--- src/rtl/conv_pkg.sv ---
// ---------------------------------------------------------------------------
// conv_pkg
// Shared constants and types for the im2col conv strip datapath.
//   - Kernel and strip input geometry, derived output geometry.
//   - Result / pixel widths and the signed 8-bit saturation limits.
//   - Strip size and frame base-address helpers.
//   - State encoding of the strip result collector.
// ---------------------------------------------------------------------------
package conv_pkg;

   localparam int KERNEL       = 3;
   localparam int IN_W         = 224;
   localparam int IN_ROWS      = 30;
   localparam int OUT_W_DEF    = IN_W - KERNEL + 1;     // 222
   localparam int OUT_ROWS_DEF = IN_ROWS - KERNEL + 1;  // 28

   localparam int RESULT_W = 23;
   localparam int PIX_W    = 8;
   localparam int PIX_MAX  = 127;
   localparam int PIX_MIN  = -128;

   typedef enum logic [2:0] {
      ST_IDLE,
      ST_START,
      ST_RUN,
      ST_DRAIN,
      ST_DONE
   } coll_state_e;

   // Number of result pixels produced by one strip.
   function automatic int strip_count(input int out_w, input int out_rows);
      return out_w * out_rows;
   endfunction

   // First frame address owned by a given strip.
   function automatic int frame_base(input int strip_index, input int out_w,
                                     input int out_rows);
      return strip_index * out_w * out_rows;
   endfunction

endpackage

--- src/rtl/requant_sat.sv ---
// ---------------------------------------------------------------------------
// requant_sat
// Purely combinational requantiser for one conv partial sum:
//   optional ReLU, round-half-up arithmetic right shift, saturation to s8.
// Ports:
//   x_i          signed DATA_W partial sum
//   relu_en_i    clamp negative inputs to zero before shifting
//   shift_amt_i  right shift 0..15
//   pix_o        signed 8-bit pixel
// ---------------------------------------------------------------------------
module requant_sat
   import conv_pkg::*;
#(
   parameter int DATA_W = RESULT_W
) (
   input  logic signed [DATA_W-1:0] x_i,
   input  logic                     relu_en_i,
   input  logic [3:0]               shift_amt_i,
   output logic signed [PIX_W-1:0]  pix_o
);

   // One extra bit so adding the rounding constant can never overflow.
   localparam int EXT_W = DATA_W + 1;

   logic signed [EXT_W-1:0] v_clamp;
   logic signed [EXT_W-1:0] v_rnd;
   logic signed [EXT_W-1:0] v_sum;
   logic signed [EXT_W-1:0] v_shift;

   always_comb begin
      v_clamp = (relu_en_i && x_i[DATA_W-1]) ? '0 : EXT_W'(x_i);
      v_rnd   = '0;
      if (shift_amt_i != 4'd0) begin
         v_rnd = EXT_W'(1) << (shift_amt_i - 4'd1);
      end
      v_sum   = v_clamp + v_rnd;
      v_shift = v_sum >>> shift_amt_i;

      if (v_shift > EXT_W'(PIX_MAX)) begin
         pix_o = PIX_W'(PIX_MAX);
      end else if (v_shift < EXT_W'(PIX_MIN)) begin
         pix_o = PIX_W'(PIX_MIN);
      end else begin
         pix_o = v_shift[PIX_W-1:0];
      end
   end

endmodule

--- src/rtl/strip_result_collector.sv ---
// ---------------------------------------------------------------------------
// strip_result_collector
// Sweeps one conv strip's result RAM after the unit reports done, requantises
// every result and writes it to the shared frame RAM in strip address order.
// Ports:
//   clk, reset      clock, asynchronous active-high reset
//   strip_done      conv unit done level; rising edge starts a collection
//   relu_en         ReLU enable, sampled at start
//   shift_amt       requant right shift, sampled at start
//   strip_addr      read address to the conv unit
//   strip_data      signed result, RD_LATENCY cycles after strip_addr
//   frame_we        write strobe, completes on frame_we & frame_ready
//   frame_ready     frame RAM / arbiter accepts a write this cycle
//   frame_addr      frame write address (FRAME_BASE + local index)
//   frame_din       signed requantised pixel
//   busy            high from START to the end of DRAIN
//   collect_done    one-cycle pulse right after the last frame write
// ---------------------------------------------------------------------------
module strip_result_collector
   import conv_pkg::*;
#(
   parameter int OUT_W       = OUT_W_DEF,
   parameter int OUT_ROWS    = OUT_ROWS_DEF,
   parameter int STRIP_INDEX = 7,
   parameter int RD_LATENCY  = 3,
   parameter int BUF_DEPTH   = 4,
   parameter int DATA_W      = RESULT_W,
   parameter int SADDR_W     = 13,
   parameter int FADDR_W     = 16
) (
   input  logic                     clk,
   input  logic                     reset,
   input  logic                     strip_done,
   input  logic                     relu_en,
   input  logic [3:0]               shift_amt,
   output logic [SADDR_W-1:0]       strip_addr,
   input  logic signed [DATA_W-1:0] strip_data,
   output logic                     frame_we,
   input  logic                     frame_ready,
   output logic [FADDR_W-1:0]       frame_addr,
   output logic signed [PIX_W-1:0]  frame_din,
   output logic                     busy,
   output logic                     collect_done
);

   localparam int STRIP_COUNT = strip_count(OUT_W, OUT_ROWS);
   localparam int FRAME_BASE  = frame_base(STRIP_INDEX, OUT_W, OUT_ROWS);
   localparam int CNT_W       = SADDR_W + 1;
   localparam int PTR_W       = (BUF_DEPTH > 1) ? $clog2(BUF_DEPTH) : 1;
   localparam int OCC_W       = $clog2(BUF_DEPTH + 1);
   localparam int INF_W       = $clog2(RD_LATENCY + 2);

   coll_state_e state_q, state_d;

   logic                     done_prev_q;
   logic                     armed_q;
   logic                     start_edge;
   logic                     relu_q;
   logic [3:0]               shift_q;
   logic [CNT_W-1:0]         rd_cnt_q, rd_cnt_d;
   logic [CNT_W-1:0]         wr_cnt_q, wr_cnt_d;
   logic [SADDR_W-1:0]       strip_addr_q, strip_addr_d;
   logic                     issue;
   logic                     issue_vld_q;
   logic [RD_LATENCY-1:0]    tag_q;
   logic [INF_W-1:0]         inflight;
   logic                     credit_ok;

   logic signed [DATA_W-1:0] buf_mem [BUF_DEPTH];
   logic [PTR_W-1:0]         head_q, tail_q;
   logic [OCC_W-1:0]         occ_q, occ_d;
   logic                     push, pop;
   logic signed [PIX_W-1:0]  head_pix;

   function automatic logic [PTR_W-1:0] next_ptr(input logic [PTR_W-1:0] p);
      return (p == PTR_W'(BUF_DEPTH - 1)) ? '0 : p + 1'b1;
   endfunction

   // A collection starts only on a genuine low-to-high transition: armed_q
   // stays low until strip_done has been seen low since reset, so a level
   // that is already high when reset releases is ignored.
   assign start_edge = strip_done & ~done_prev_q & armed_q;

   // Reads in flight: the address register plus every stage of the tag pipe.
   always_comb begin
      inflight = INF_W'(issue_vld_q);
      for (int i = 0; i < RD_LATENCY; i++) begin
         inflight = inflight + INF_W'(tag_q[i]);
      end
   end

   // Credit rule: everything that may still land in the buffer is counted,
   // so it cannot overflow however long frame_ready stays low.
   assign credit_ok = (int'(inflight) + int'(occ_q)) < BUF_DEPTH;

   assign frame_we = (occ_q != '0);
   assign push     = tag_q[RD_LATENCY-1];
   assign pop      = frame_we & frame_ready;

   always_comb begin
      state_d      = state_q;
      rd_cnt_d     = rd_cnt_q;
      strip_addr_d = strip_addr_q;
      issue        = 1'b0;
      case (state_q)
         ST_IDLE: begin
            if (start_edge) state_d = ST_START;
         end
         ST_START: begin
            rd_cnt_d     = '0;
            strip_addr_d = '0;
            state_d      = ST_RUN;
         end
         ST_RUN: begin
            if (rd_cnt_q == CNT_W'(STRIP_COUNT)) begin
               state_d = ST_DRAIN;
            end else if (credit_ok) begin
               issue        = 1'b1;
               strip_addr_d = rd_cnt_q[SADDR_W-1:0];
               rd_cnt_d     = rd_cnt_q + 1'b1;
            end
         end
         ST_DRAIN: begin
            // Look at the post-pop count so collect_done follows the last
            // write immediately.
            if (wr_cnt_d == CNT_W'(STRIP_COUNT)) state_d = ST_DONE;
         end
         ST_DONE: begin
            state_d = ST_IDLE;
         end
         default: begin
            state_d = ST_IDLE;
         end
      endcase
   end

   always_comb begin
      wr_cnt_d = wr_cnt_q;
      if (state_q == ST_START) begin
         wr_cnt_d = '0;
      end else if (pop) begin
         wr_cnt_d = wr_cnt_q + 1'b1;
      end
   end

   always_comb begin
      occ_d = occ_q;
      if (push && !pop) begin
         occ_d = occ_q + 1'b1;
      end else if (!push && pop) begin
         occ_d = occ_q - 1'b1;
      end
   end

   always_ff @(posedge clk or posedge reset) begin
      if (reset) begin
         state_q      <= ST_IDLE;
         done_prev_q  <= 1'b0;
         armed_q      <= 1'b0;
         relu_q       <= 1'b0;
         shift_q      <= '0;
         rd_cnt_q     <= '0;
         wr_cnt_q     <= '0;
         strip_addr_q <= '0;
         issue_vld_q  <= 1'b0;
         head_q       <= '0;
         tail_q       <= '0;
         occ_q        <= '0;
      end else begin
         state_q      <= state_d;
         done_prev_q  <= strip_done;
         armed_q      <= armed_q | ~strip_done;
         if (state_q == ST_START) begin
            relu_q  <= relu_en;
            shift_q <= shift_amt;
         end
         rd_cnt_q     <= rd_cnt_d;
         wr_cnt_q     <= wr_cnt_d;
         strip_addr_q <= strip_addr_d;
         issue_vld_q  <= issue;
         if (push) tail_q <= next_ptr(tail_q);
         if (pop)  head_q <= next_ptr(head_q);
         occ_q        <= occ_d;
      end
   end

   // Tag pipe: issue_vld_q marks the cycle strip_addr changed; the tag then
   // walks RD_LATENCY stages and leaves in the cycle strip_data is valid.
   for (genvar gi = 0; gi < RD_LATENCY; gi++) begin : g_tag
      if (gi == 0) begin : g_first
         always_ff @(posedge clk or posedge reset) begin
            if (reset) tag_q[gi] <= 1'b0;
            else       tag_q[gi] <= issue_vld_q;
         end
      end else begin : g_rest
         always_ff @(posedge clk or posedge reset) begin
            if (reset) tag_q[gi] <= 1'b0;
            else       tag_q[gi] <= tag_q[gi-1];
         end
      end
   end

   // Storage needs no reset: occupancy alone decides what is valid.
   always_ff @(posedge clk) begin
      if (push) buf_mem[tail_q] <= strip_data;
   end

   requant_sat #(
      .DATA_W (DATA_W)
   ) u_requant (
      .x_i         (buf_mem[head_q]),
      .relu_en_i   (relu_q),
      .shift_amt_i (shift_q),
      .pix_o       (head_pix)
   );

   assign strip_addr   = strip_addr_q;
   assign frame_din    = frame_we ? head_pix : '0;
   assign frame_addr   = FADDR_W'(FRAME_BASE + int'(wr_cnt_q));
   assign busy         = (state_q == ST_START) || (state_q == ST_RUN) ||
                         (state_q == ST_DRAIN);
   assign collect_done = (state_q == ST_DONE);

   a_no_overflow : assert property (@(posedge clk) disable iff (reset)
      !(push && !pop && (occ_q == OCC_W'(BUF_DEPTH))));

endmodule

--- config.mk ---
export PLATFORM = sky130hd
export DESIGN_NAME = strip_result_collector
export DESIGN_NICKNAME = d
export VERILOG_FILES = /design/src/rtl/conv_pkg.sv /design/src/rtl/requant_sat.sv /design/src/rtl/strip_result_collector.sv
export SDC_FILE = /design/constraint.sdc
export NUM_CORES = 1
export LEC_CHECK = 0
export CORE_MARGIN = 5
export CORE_UTILIZATION = 35
export DETAILED_ROUTE_END_ITERATION = 16
export GPL_ROUTABILITY_DRIVEN = 1
export MAX_ROUTING_LAYER = met4
export PLACE_DENSITY_LB_ADDON = 0.2
export SLEW_MARGIN = 15
export SYNTH_ARGS = -nofsm -noshare
export SYNTH_HDL_FRONTEND = slang
export SYNTH_SLANG_ARGS = --single-unit
--- constraint.sdc ---
create_clock -name clk -period 8.4 [get_ports clk]
set_input_delay 0.84 -clock clk [delete_from_list [all_inputs] [get_ports clk]]
set_output_delay 0.84 -clock clk [all_outputs]
set_load 0.05 [all_outputs]
==> insert_results.sql, run 1 <==
INSERT INTO impl_metrics (metric_group, metric, value, unit) VALUES
('grt', 'gr-total-overflow', '0', ''),
('route', 'first_iter_violations', '748', ''),
('timing', 'report.final.hold_viol_count', '0', ''),
('power_and_ir_drop', 'p_leak', '4.22', 'nW'),
('route', 'post-route-drc-count', '0', ''),
('synthesis', 'synth.ff_latch_count', '154', ''),
('grt', 'grt_first_pass_wirelength', '39200', 'um'),
('power_and_ir_drop', 'max-vdd-ir-drop', '0.156', 'mV'),
('placement', 'gp_congestion', '0.931', ''),
('route', 'antenna_nets_post_route', '0', ''),
('cts', 'tritoncts.num_buffers', '17', ''),
('timing', 'worst_clock_skew', '0.0251', 'ns'),
('route', 'detail_route.vias_per_cell', '5.52', ''),
('cts', 'clockRootBuffer', 'sky130_fd_sc_hd__clkbuf_16', ''),
('route', 'post_drt_wl_per_cell', '17.8', 'um'),
('synthesis', 'yosys_warnings', '0', ''),
('power_and_ir_drop', 'power_spent_charging_and_discharging_nets', '1.65', 'mW'),
('synthesis', 'yosys_most_used_dff', 'sky130_fd_sc_hd__edfxtp_1', ''),
('critical_path', 'crit_path_max_fanout', '27', ''),
('cts', 'cts.path.max_buffers', '2', ''),
('critical_path', 'timing.setup.critical_path_class', 'reg2out', ''),
('synthesis', 'synth_edf_count', '92', ''),
('critical_path', 'cp_data_required_time', '7.56', 'ns'),
('cts', 'clkTransAtPathRegs', '0.06', 'ns'),
('synthesis', 'synth_sequential_area_ratio', '45.9', '%'),
('timing', 'slew-limit-headroom', '41.7', '%'),
('timing', 'setup_tns', '0', 'ns'),
('placement', 'pre_cts_ws', '0.947', 'ns'),
('cts', 'cts_post_setup_buffers_inserted', '0', ''),
('floorplanning', 'core.rowCount', '60', ''),
('power_and_ir_drop', 'power_density', '337', 'nW/um^2'),
('route', 'detailedRoute.firstPassIterationCount', '5', ''),
('route', 'detailroute.via_count', '7359', ''),
('cts', 'worstSkewPairLatency', '0.43', 'ns'),
('power_and_ir_drop', 'combinationalPowerShare', '51.1', '%'),
('final_layout', 'antenna_cells', '0', ''),
('synthesis', 'synth.lib_cells_used.distinct', '77', ''),
('grt', 'first_global_vias', '7200', ''),
('timing', 'setup_viol', '0', ''),
('route', 'uppermost_metal_layer_occupied_by_signal_nets', 'met4', ''),
('power_and_ir_drop', 'sw_frac_of_total', '44.3', '%'),
('cts', 'post_cts_resized', '0', ''),
('timing', 'rsz_0062_raised_after_global_routing', 'no', ''),
('synthesis', 'synthesis.area', '9400', 'um^2'),
('grt', 'grt_start_max_net_pins', '63', ''),
('final_layout', 'synthToLayoutAreaGrowth', '17.5', '%'),
('timing', 'final.min_clock_period', '7.75', 'ns'),
('route', 'wl_met1', '11900', 'um'),
('job', 'number_of_max_cap_violations', '0', ''),
('synthesis', 'async_reset_ff_share', '40.3', '%'),
('critical_path', 'ff_to_ff_path_depth', '11', ''),
('cts', 'cts.hold.buffers_added', '0', ''),
('floorplanning', 'core_area', '26700', 'um^2'),
('run_status', 'run_status', 'complete, no violations', ''),
('synthesis', 'avgSynthCellArea', '10.2', 'um^2'),
('floorplanning', 'die-area', '30200', 'um^2'),
('final_layout', 'nNetsFinal', '1042', ''),
('timing', 'tightestPinTransition', '0.875', 'ns'),
('grt', 'global_route.usage.total', '16.4', '%'),
('power_and_ir_drop', 'clock_power_share', '20.2', '%'),
('cts', 'tritoncts_sink_count', '154', ''),
('route', 'routed_wl', '23800', 'um'),
('min_path', 'min-delay-path-class', 'reg2reg', ''),
('timing', 'post_route_fraction_of_the_period_consumed_by_the_critical_path', '92.3', '%'),
('timing', 'final-max-slew-violation-count', '0', ''),
('grt', 'antenna_found_initial', '0', ''),
('timing', 'post-route-worst-setup-slack', '0.650', 'ns'),
('floorplanning', 'io_pins', '72', ''),
('min_path', 'min_delay_path_depth', '0', ''),
('route', 'detailroute.wirelength.met2', '10600', 'um'),
('critical_path', 'arrival', '6.91', 'ns');
-- synthesized netlist by cell type (all sizes together) (8+ instances only) --
master | instances | area share [%]
mux2i | 15 | 1.7
xor2 | 26 | 2.4
edfxtp | 92 | 29
inv | 17 | 0.68
clkbuf | 38 | 1.5
mux2 | 8 | 1.0
nand4 | 12 | 0.80
dfrtp | 62 | 16
ha | 29 | 3.9
a21o | 12 | 0.96
nand2 | 113 | 4.5
mux4 | 24 | 5.7
a211oi | 16 | 1.3
buf | 16 | 0.93
o21ai | 61 | 3.2
nor3 | 18 | 0.96
nor2 | 77 | 3.1
and2 | 32 | 2.1
nand3 | 41 | 2.2
o211ai | 15 | 1.3
xnor2 | 18 | 1.7
and3 | 9 | 0.60
a21oi | 49 | 2.6
-- cell usage in the layout (no fill, tap or decap), types with 9 or more instances in the layout --
cell type and instances:
sky130_fd_sc_hd__buf_4 17, sky130_fd_sc_hd__o21ai_0 52, sky130_fd_sc_hd__o21ai_1 9, sky130_fd_sc_hd__nand3_1 41
sky130_fd_sc_hd__mux2i_1 13, sky130_fd_sc_hd__edfxtp_1 92, sky130_fd_sc_hd__clkbuf_16 17, sky130_fd_sc_hd__nand4_1 12
sky130_fd_sc_hd__nor3_1 18, sky130_fd_sc_hd__o211ai_1 14, sky130_fd_sc_hd__inv_1 16, sky130_fd_sc_hd__xnor2_1 18
sky130_fd_sc_hd__nand2_1 113, sky130_fd_sc_hd__a21oi_1 49, sky130_fd_sc_hd__a211oi_1 15, sky130_fd_sc_hd__and3_1 9
sky130_fd_sc_hd__and2_1 32, sky130_fd_sc_hd__ha_1 29, sky130_fd_sc_hd__dfrtp_1 62, sky130_fd_sc_hd__xor2_1 26
sky130_fd_sc_hd__nor2_1 77, sky130_fd_sc_hd__clkdlybuf4s50_1 70, sky130_fd_sc_hd__mux4_2 24, sky130_fd_sc_hd__a21o_1 12
-- final cells by class --
type,count,area [um^2]
Sequential cell,154,4310
Inverter,20,75.1
Fill cell,2626,15700
Tap cell,341,427
Clock inverter,15,169
Clock buffer,17,425
Timing Repair Buffer,88,848
Multi-Input combinational cell,697,4790
-- state kept, by name, indices dropped and copies added, names as in the netlist, 2 cells and up --
name        cells
wr_cnt_q       14
rd_cnt_q       14
buf_mem        92
occ_q           3
shift_q         4
state_q         3
head_q          2
tail_q          2
strip_addr     13
tag_q           2
-- worst paths after layout --
| kind | slack, ns | endpoint | start |
|---|---|---|---|
| max in group asynchronous | 6.91 | push$_DFF_PP0_ | reset |
| worst max-delay path | 0.65 | frame_din[0] | head_q[1]$_DFFE_PP0P_ |
| worst min-delay path | 0.38 | push$_DFF_PP0_ | tag_q[1]$_DFF_PP0_ |
| worst min register to register | 0.38 | push$_DFF_PP0_ | tag_q[1]$_DFF_PP0_ |
| min in group asynchronous | 0.97 | armed_q$_DFF_PP0_ | reset |
| worst max register to register | 4.36 | rd_cnt_q[13]$_DFFE_PP0P_ | occ_q[0]$_DFFE_PP0P_ |
-- through the flow --
| step | area, um^2 | hold slack, ns | std cells | utilization [%] |
|---|---|---|---|---|
| global placement | 10500 | 0.357 | 1300 | 39.1 |
| floorplan | 9400 | 0.354 | 925 | - |
| global route | 11100 | 0.393 | 1332 | 41.4 |
| CTS | 11000 | 0.380 | 1332 | 41.3 |
| finish | 11100 | 0.378 | 1332 | 41.4 |
| detailed placement | 10500 | 0.365 | 1300 | 39.1 |
-- layer usage --
metal,GRT usage [%],up-vias
li1,-,3573
met1,23.7,3581
met4,4.35,0
met5,-,-
met2,24.3,177
met3,2.31,28
-- kinds of logic after synthesis --
kind of cell	count (synthesis)	share of synthesized area (%)
simple gates	347	17.7
other cells	2	0.0799
compound gates	225	16.0
flops	154	45.9
xor+xnor	44	4.10
mux	47	8.42
fa+ha+maj	32	4.50
buf+inv	74	3.25
-- power by group through the flow --
| stage | Combinational (mW) | Clock (mW) | Sequential (mW) |
|---|---|---|---|
| after global placement | 1.90 | 0 | 1.09 |
| after floorplan | 1.37 | 0 | 1.09 |
| after global routing | 2.10 | 0.807 | 1.09 |
| final | 1.91 | 0.754 | 1.07 |
| after CTS | 1.91 | 0.777 | 1.07 |
| after detailed placement | 1.90 | 0 | 1.09 |
-- worst max-delay path, cell delays in order (launching register included) --
cell,delay [ns]
sky130_fd_sc_hd__dfrtp_1,0.45
sky130_fd_sc_hd__mux2i_2,0.41
sky130_fd_sc_hd__o22a_1,0.72
sky130_fd_sc_hd__and2_1,0.29
sky130_fd_sc_hd__ha_1,0.26
sky130_fd_sc_hd__a211oi_1,0.41
sky130_fd_sc_hd__o21a_1,0.24
sky130_fd_sc_hd__o31a_1,0.38
sky130_fd_sc_hd__a31oi_4,0.19
sky130_fd_sc_hd__a211oi_1,0.33
sky130_fd_sc_hd__nor3_1,0.11
sky130_fd_sc_hd__buf_4,0.17
sky130_fd_sc_hd__o221a_2,0.29
sky130_fd_sc_hd__a2111oi_0,0.59
sky130_fd_sc_hd__nor4bb_1,0.29
sky130_fd_sc_hd__a41oi_1,0.32
sky130_fd_sc_hd__o21ai_1,0.23
sky130_fd_sc_hd__clkdlybuf4s50_1,0.82
Power figures use the tool's default switching activity.
==> run 2: changes to the inputs <==
--- a/config.mk
+++ b/config.mk
@@ -6,12 +6,12 @@
 export NUM_CORES = 1
 export LEC_CHECK = 0
 export CORE_MARGIN = 5
-export CORE_UTILIZATION = 35
+export CORE_UTILIZATION = 59
 export DETAILED_ROUTE_END_ITERATION = 16
 export GPL_ROUTABILITY_DRIVEN = 1
 export MAX_ROUTING_LAYER = met4
-export PLACE_DENSITY_LB_ADDON = 0.2
-export SLEW_MARGIN = 15
+export PLACE_DENSITY = 0.88
+export SLEW_MARGIN = 20
 export SYNTH_ARGS = -nofsm -noshare
 export SYNTH_HDL_FRONTEND = slang
 export SYNTH_SLANG_ARGS = --single-unit
==> run 2 against run 1 <==
Net effect: combinational power barely moved; final area fell by 1.9%; clock-buffer cell count did not move; global-route usage rose by 9.9 points; critical endpoint is now frame_din[2]; largest cell class unchanged.
==> insert_results.sql, run 2 (same netlist as run 1, synthesis figures left out) <==
INSERT INTO impl_metrics (metric_group, metric, value, unit) VALUES
('route', 'detailroute.via_count', '7569', ''),
('grt', 'grt_first_pass_wirelength', '37100', 'um'),
('floorplanning', 'core_area', '15800', 'um^2'),
('timing', 'post-route-worst-setup-slack', '0.744', 'ns'),
('timing', 'post_route_fraction_of_the_period_consumed_by_the_critical_path', '91.1', '%'),
('final_layout', 'largest_reg_flops', '92', ''),
('power_and_ir_drop', 'power_spent_charging_and_discharging_nets', '1.64', 'mW'),
('timing', 'timing.hold.ws', '0.396', 'ns'),
('power_and_ir_drop', 'max-vdd-ir-drop', '0.225', 'mV'),
('final_layout', 'layout_commonest_cell', 'sky130_fd_sc_hd__nand2_1', ''),
('final_layout', 'synthToLayoutAreaGrowth', '15.4', '%'),
('critical_path', 'cpMaxStageDelayCell', 'sky130_fd_sc_hd__clkdlybuf4s50_1', ''),
('timing', 'slew-limit-headroom', '44.7', '%'),
('critical_path', 'critPathMaxStageDelay', '0.73', 'ns'),
('route', 'detailedRoute.firstPassIterationCount', '5', ''),
('critical_path', 'crit_path_start', 'head_q[0]$_DFFE_PP0P_', ''),
('route', 'post_drt_wl_per_cell', '19.2', 'um'),
('min_path', 'worst_hold_launch', 'tag_q[1]$_DFF_PP0_', ''),
('critical_path', 'r2r_setup_slack', '4.30', 'ns'),
('timing', 'tightestPinTransition', '0.825', 'ns'),
('critical_path', 'cp-end-kind', 'output port', ''),
('timing', 'final.min_clock_period', '7.66', 'ns'),
('power_and_ir_drop', 'p_leak', '4.19', 'nW'),
('floorplanning', 'start_util', '59.6', '%'),
('grt', 'first_global_vias', '7142', ''),
('critical_path', 'ff_to_ff_path_depth', '11', ''),
('cts', 'tritoncts_sink_count', '154', ''),
('final_layout', 'fill_cells', '1159', ''),
('final_layout', 'antenna_cells', '0', ''),
('timing', 'report.final.hold_viol_count', '0', ''),
('power_and_ir_drop', 'clock_power_share', '20.2', '%'),
('grt', 'grt_start_max_net_pins', '63', ''),
('cts', 'cts.hold.buffers_added', '0', ''),
('grt', 'antenna_found_initial', '0', ''),
('cts', 'cts.path.max_buffers', '2', ''),
('cts', 'tritoncts.num_buffers', '17', ''),
('timing', 'rsz_0062_raised_after_global_routing', 'no', ''),
('critical_path', 'timing.rr.end', 'rd_cnt_q[13]$_DFFE_PP0P_', ''),
('route', 'detail_route.vias_per_cell', '6.29', ''),
('route', 'post-route-drc-count', '0', ''),
('placement', 'post-dp-hpwl', '16000', 'um'),
('floorplanning', 'die-area', '18600', 'um^2'),
('final_layout', 'largest_register', 'buf_mem', ''),
('critical_path', 'reg2reg_from', 'occ_q[0]$_DFFE_PP0P_', ''),
('route', 'first_iter_violations', '892', ''),
('power_and_ir_drop', 'power_density', '344', 'nW/um^2'),
('final_layout', 'reg.largest.list', 'buf_mem x92, rd_cnt_q x14, wr_cnt_q x14', ''),
('min_path', 'min_delay_path_depth', '0', ''),
('final_layout', 'final_cell_area', '10800', 'um^2'),
('critical_path', 'timing.setup.critical_path_class', 'reg2out', ''),
('floorplanning', 'io_pins', '72', ''),
('grt', 'global_route.usage.total', '26.3', '%'),
('critical_path', 'timing.critical_path.cells', 'buf_4 > mux4_2 > and2_1 > ha_1 > fa_1 > a211oi_1 > o21ai_1 > a211oi_2 > o31a_1 > nor4_1 > a221oi_1 > o32ai_1 > a211oi_1 > o22ai_1 > a41oi_1 > o21ai_1 > clkdlybuf4s50_1', ''),
('floorplanning', 'floorplan.die.width', '136', 'um'),
('placement', 'port_buffers', '70', ''),
('power_and_ir_drop', 'combinationalPowerShare', '50.8', '%'),
('critical_path', 'cp_data_required_time', '7.56', 'ns'),
('final_layout', 'most-common-layout-cells', 'sky130_fd_sc_hd__nand2_1 (113), sky130_fd_sc_hd__edfxtp_1 (92), sky130_fd_sc_hd__nor2_1 (77)', ''),
('run_status', 'run_status', 'complete, no violations', ''),
('timing', 'final-max-slew-violation-count', '0', ''),
('critical_path', 'crit_path_max_fanout', '22', ''),
('power_and_ir_drop', 'design_internal_power', '2.09', 'mW'),
('floorplanning', 'core.rowCount', '46', ''),
('placement', 'gp_congestion', '0.962', ''),
('final_layout', 'seqCellArea', '4310', 'um^2'),
('cts', 'worstSkewPairLatency', '0.43', 'ns'),
('min_path', 'min-delay-path-class', 'reg2reg', ''),
('timing', 'max_clock_freq', '0.131', 'GHz'),
('route', 'antenna_nets_post_route', '0', ''),
('critical_path', 'arrival', '6.82', 'ns'),
('final_layout', 'drive_above_1_share', '9.73', '%'),
('cts', 'tritoncts', 'yes', ''),
('timing', 'setup_viol', '0', ''),
('final_layout', 'area_taken_by_multi_input_logic_gates', '4800', 'um^2'),
('final_layout', 'finish.utilization', '68.8', '%'),
('job', 'number_of_max_cap_violations', '0', ''),
('power_and_ir_drop', 'share_seq_of_total_power', '29.0', '%'),
('cts', 'h-tree-depth', '4', ''),
('floorplanning', 'die_y', '136', 'um'),
('critical_path', 'timing.critical_path.from_type', 'register', ''),
('power_and_ir_drop', 'sw_frac_of_total', '43.9', '%'),
('placement', 'placed_cell_area', '10300', 'um^2'),
('route', 'routed_wl', '23200', 'um'),
('grt', 'gr-total-overflow', '0', ''),
('placement', 'pre_cts_ws', '1.01', 'ns'),
('min_path', 'min_to', 'push$_DFF_PP0_', ''),
('timing', 'setup_tns', '0', 'ns'),
('final_layout', 'nNetsFinal', '1038', ''),
('timing', 'worst_clock_skew', '0.0142', 'ns'),
('cts', 'clkTransAtPathRegs', '0.06', 'ns'),
('cts', 'clockRootBuffer', 'sky130_fd_sc_hd__clkbuf_16', '');
-- run 2: cell types whose count changed in the layout (fill, tap and decap cells not counted) --
cell,change
sky130_fd_sc_hd__and2_1,-4
sky130_fd_sc_hd__and2_2,+4
sky130_fd_sc_hd__buf_4,-3
sky130_fd_sc_hd__clkinv_8,-3
sky130_fd_sc_hd__inv_6,+3
sky130_fd_sc_hd__inv_8,-3
sky130_fd_sc_hd__clkinvlp_4,+2
sky130_fd_sc_hd__buf_12,-1
sky130_fd_sc_hd__bufinv_16,+1
-- run 2: cell type report --
type | count | share of cell area [%]
Clock inverter | 15 | 1.45
Clock buffer | 17 | 3.92
Sequential cell | 154 | 39.8
Multi-Input combinational cell | 697 | 44.2
Timing Repair Buffer | 84 | 7.43
Inverter | 20 | 0.692
Tap cell | 216 | 2.49
-- run 2: how the worst max path moves through the flow --
| stage | end | cells past startpoint |
|---|---|---|
| after floorplan | frame_din[0] | 18 |
| after global placement | frame_din[5] | 17 |
| after detailed placement | frame_din[2] | 17 |
| after CTS | frame_din[2] | 17 |
| after global routing | frame_din[3] | 17 |
| final | frame_din[2] | 17 |
-- run 2: critical path: cells and delay by family, from the launching register on --
kind	cells	cell delay, ns
flip-flops	1	0.48
multiplexers	1	0.57
adder cells (fa/ha/maj)	2	0.66
AO/OA/AOI/OAI	10	3.23
AND/OR/NAND/NOR	2	0.27
buffers and inverters	2	1.17
-- run 2: routing by layer --
layer | vias to the layer above | share of wire, % | track usage [%]
met5 | - | 0 | -
met4 | 0 | 1.9 | 7.39
met3 | 47 | 6.3 | 5.03
met2 | 309 | 47 | 40.7
met1 | 3637 | 44 | 35.8
li1 | 3576 | - | -
-- run 2: what timing repair did --
item	CTS	global route
hold endpoints to repair	0	0
setup buffers	0	0
endpoints found under the setup margin	0	7
resized for setup	0	1
-- run 2: power by group through the flow --
stage / clock, mW / sequential, mW / combinational, mW
after global placement: 0 / 1.08 / 1.81
after CTS: 0.764 / 1.08 / 1.88
after detailed placement: 0 / 1.09 / 1.86
after floorplan: 0 / 1.09 / 1.37
final: 0.752 / 1.08 / 1.90
after global routing: 0.801 / 1.09 / 2.05
-- run 2: stage by stage --
stage          total power [mW]  std cells
6_report                   3.73       1203
5_1_grt                    3.95       1203
4_1_cts                    3.72       1203
3_5_place_dp               2.95       1171
3_3_place_gp               2.89       1171
2_1_floorplan              2.46        925
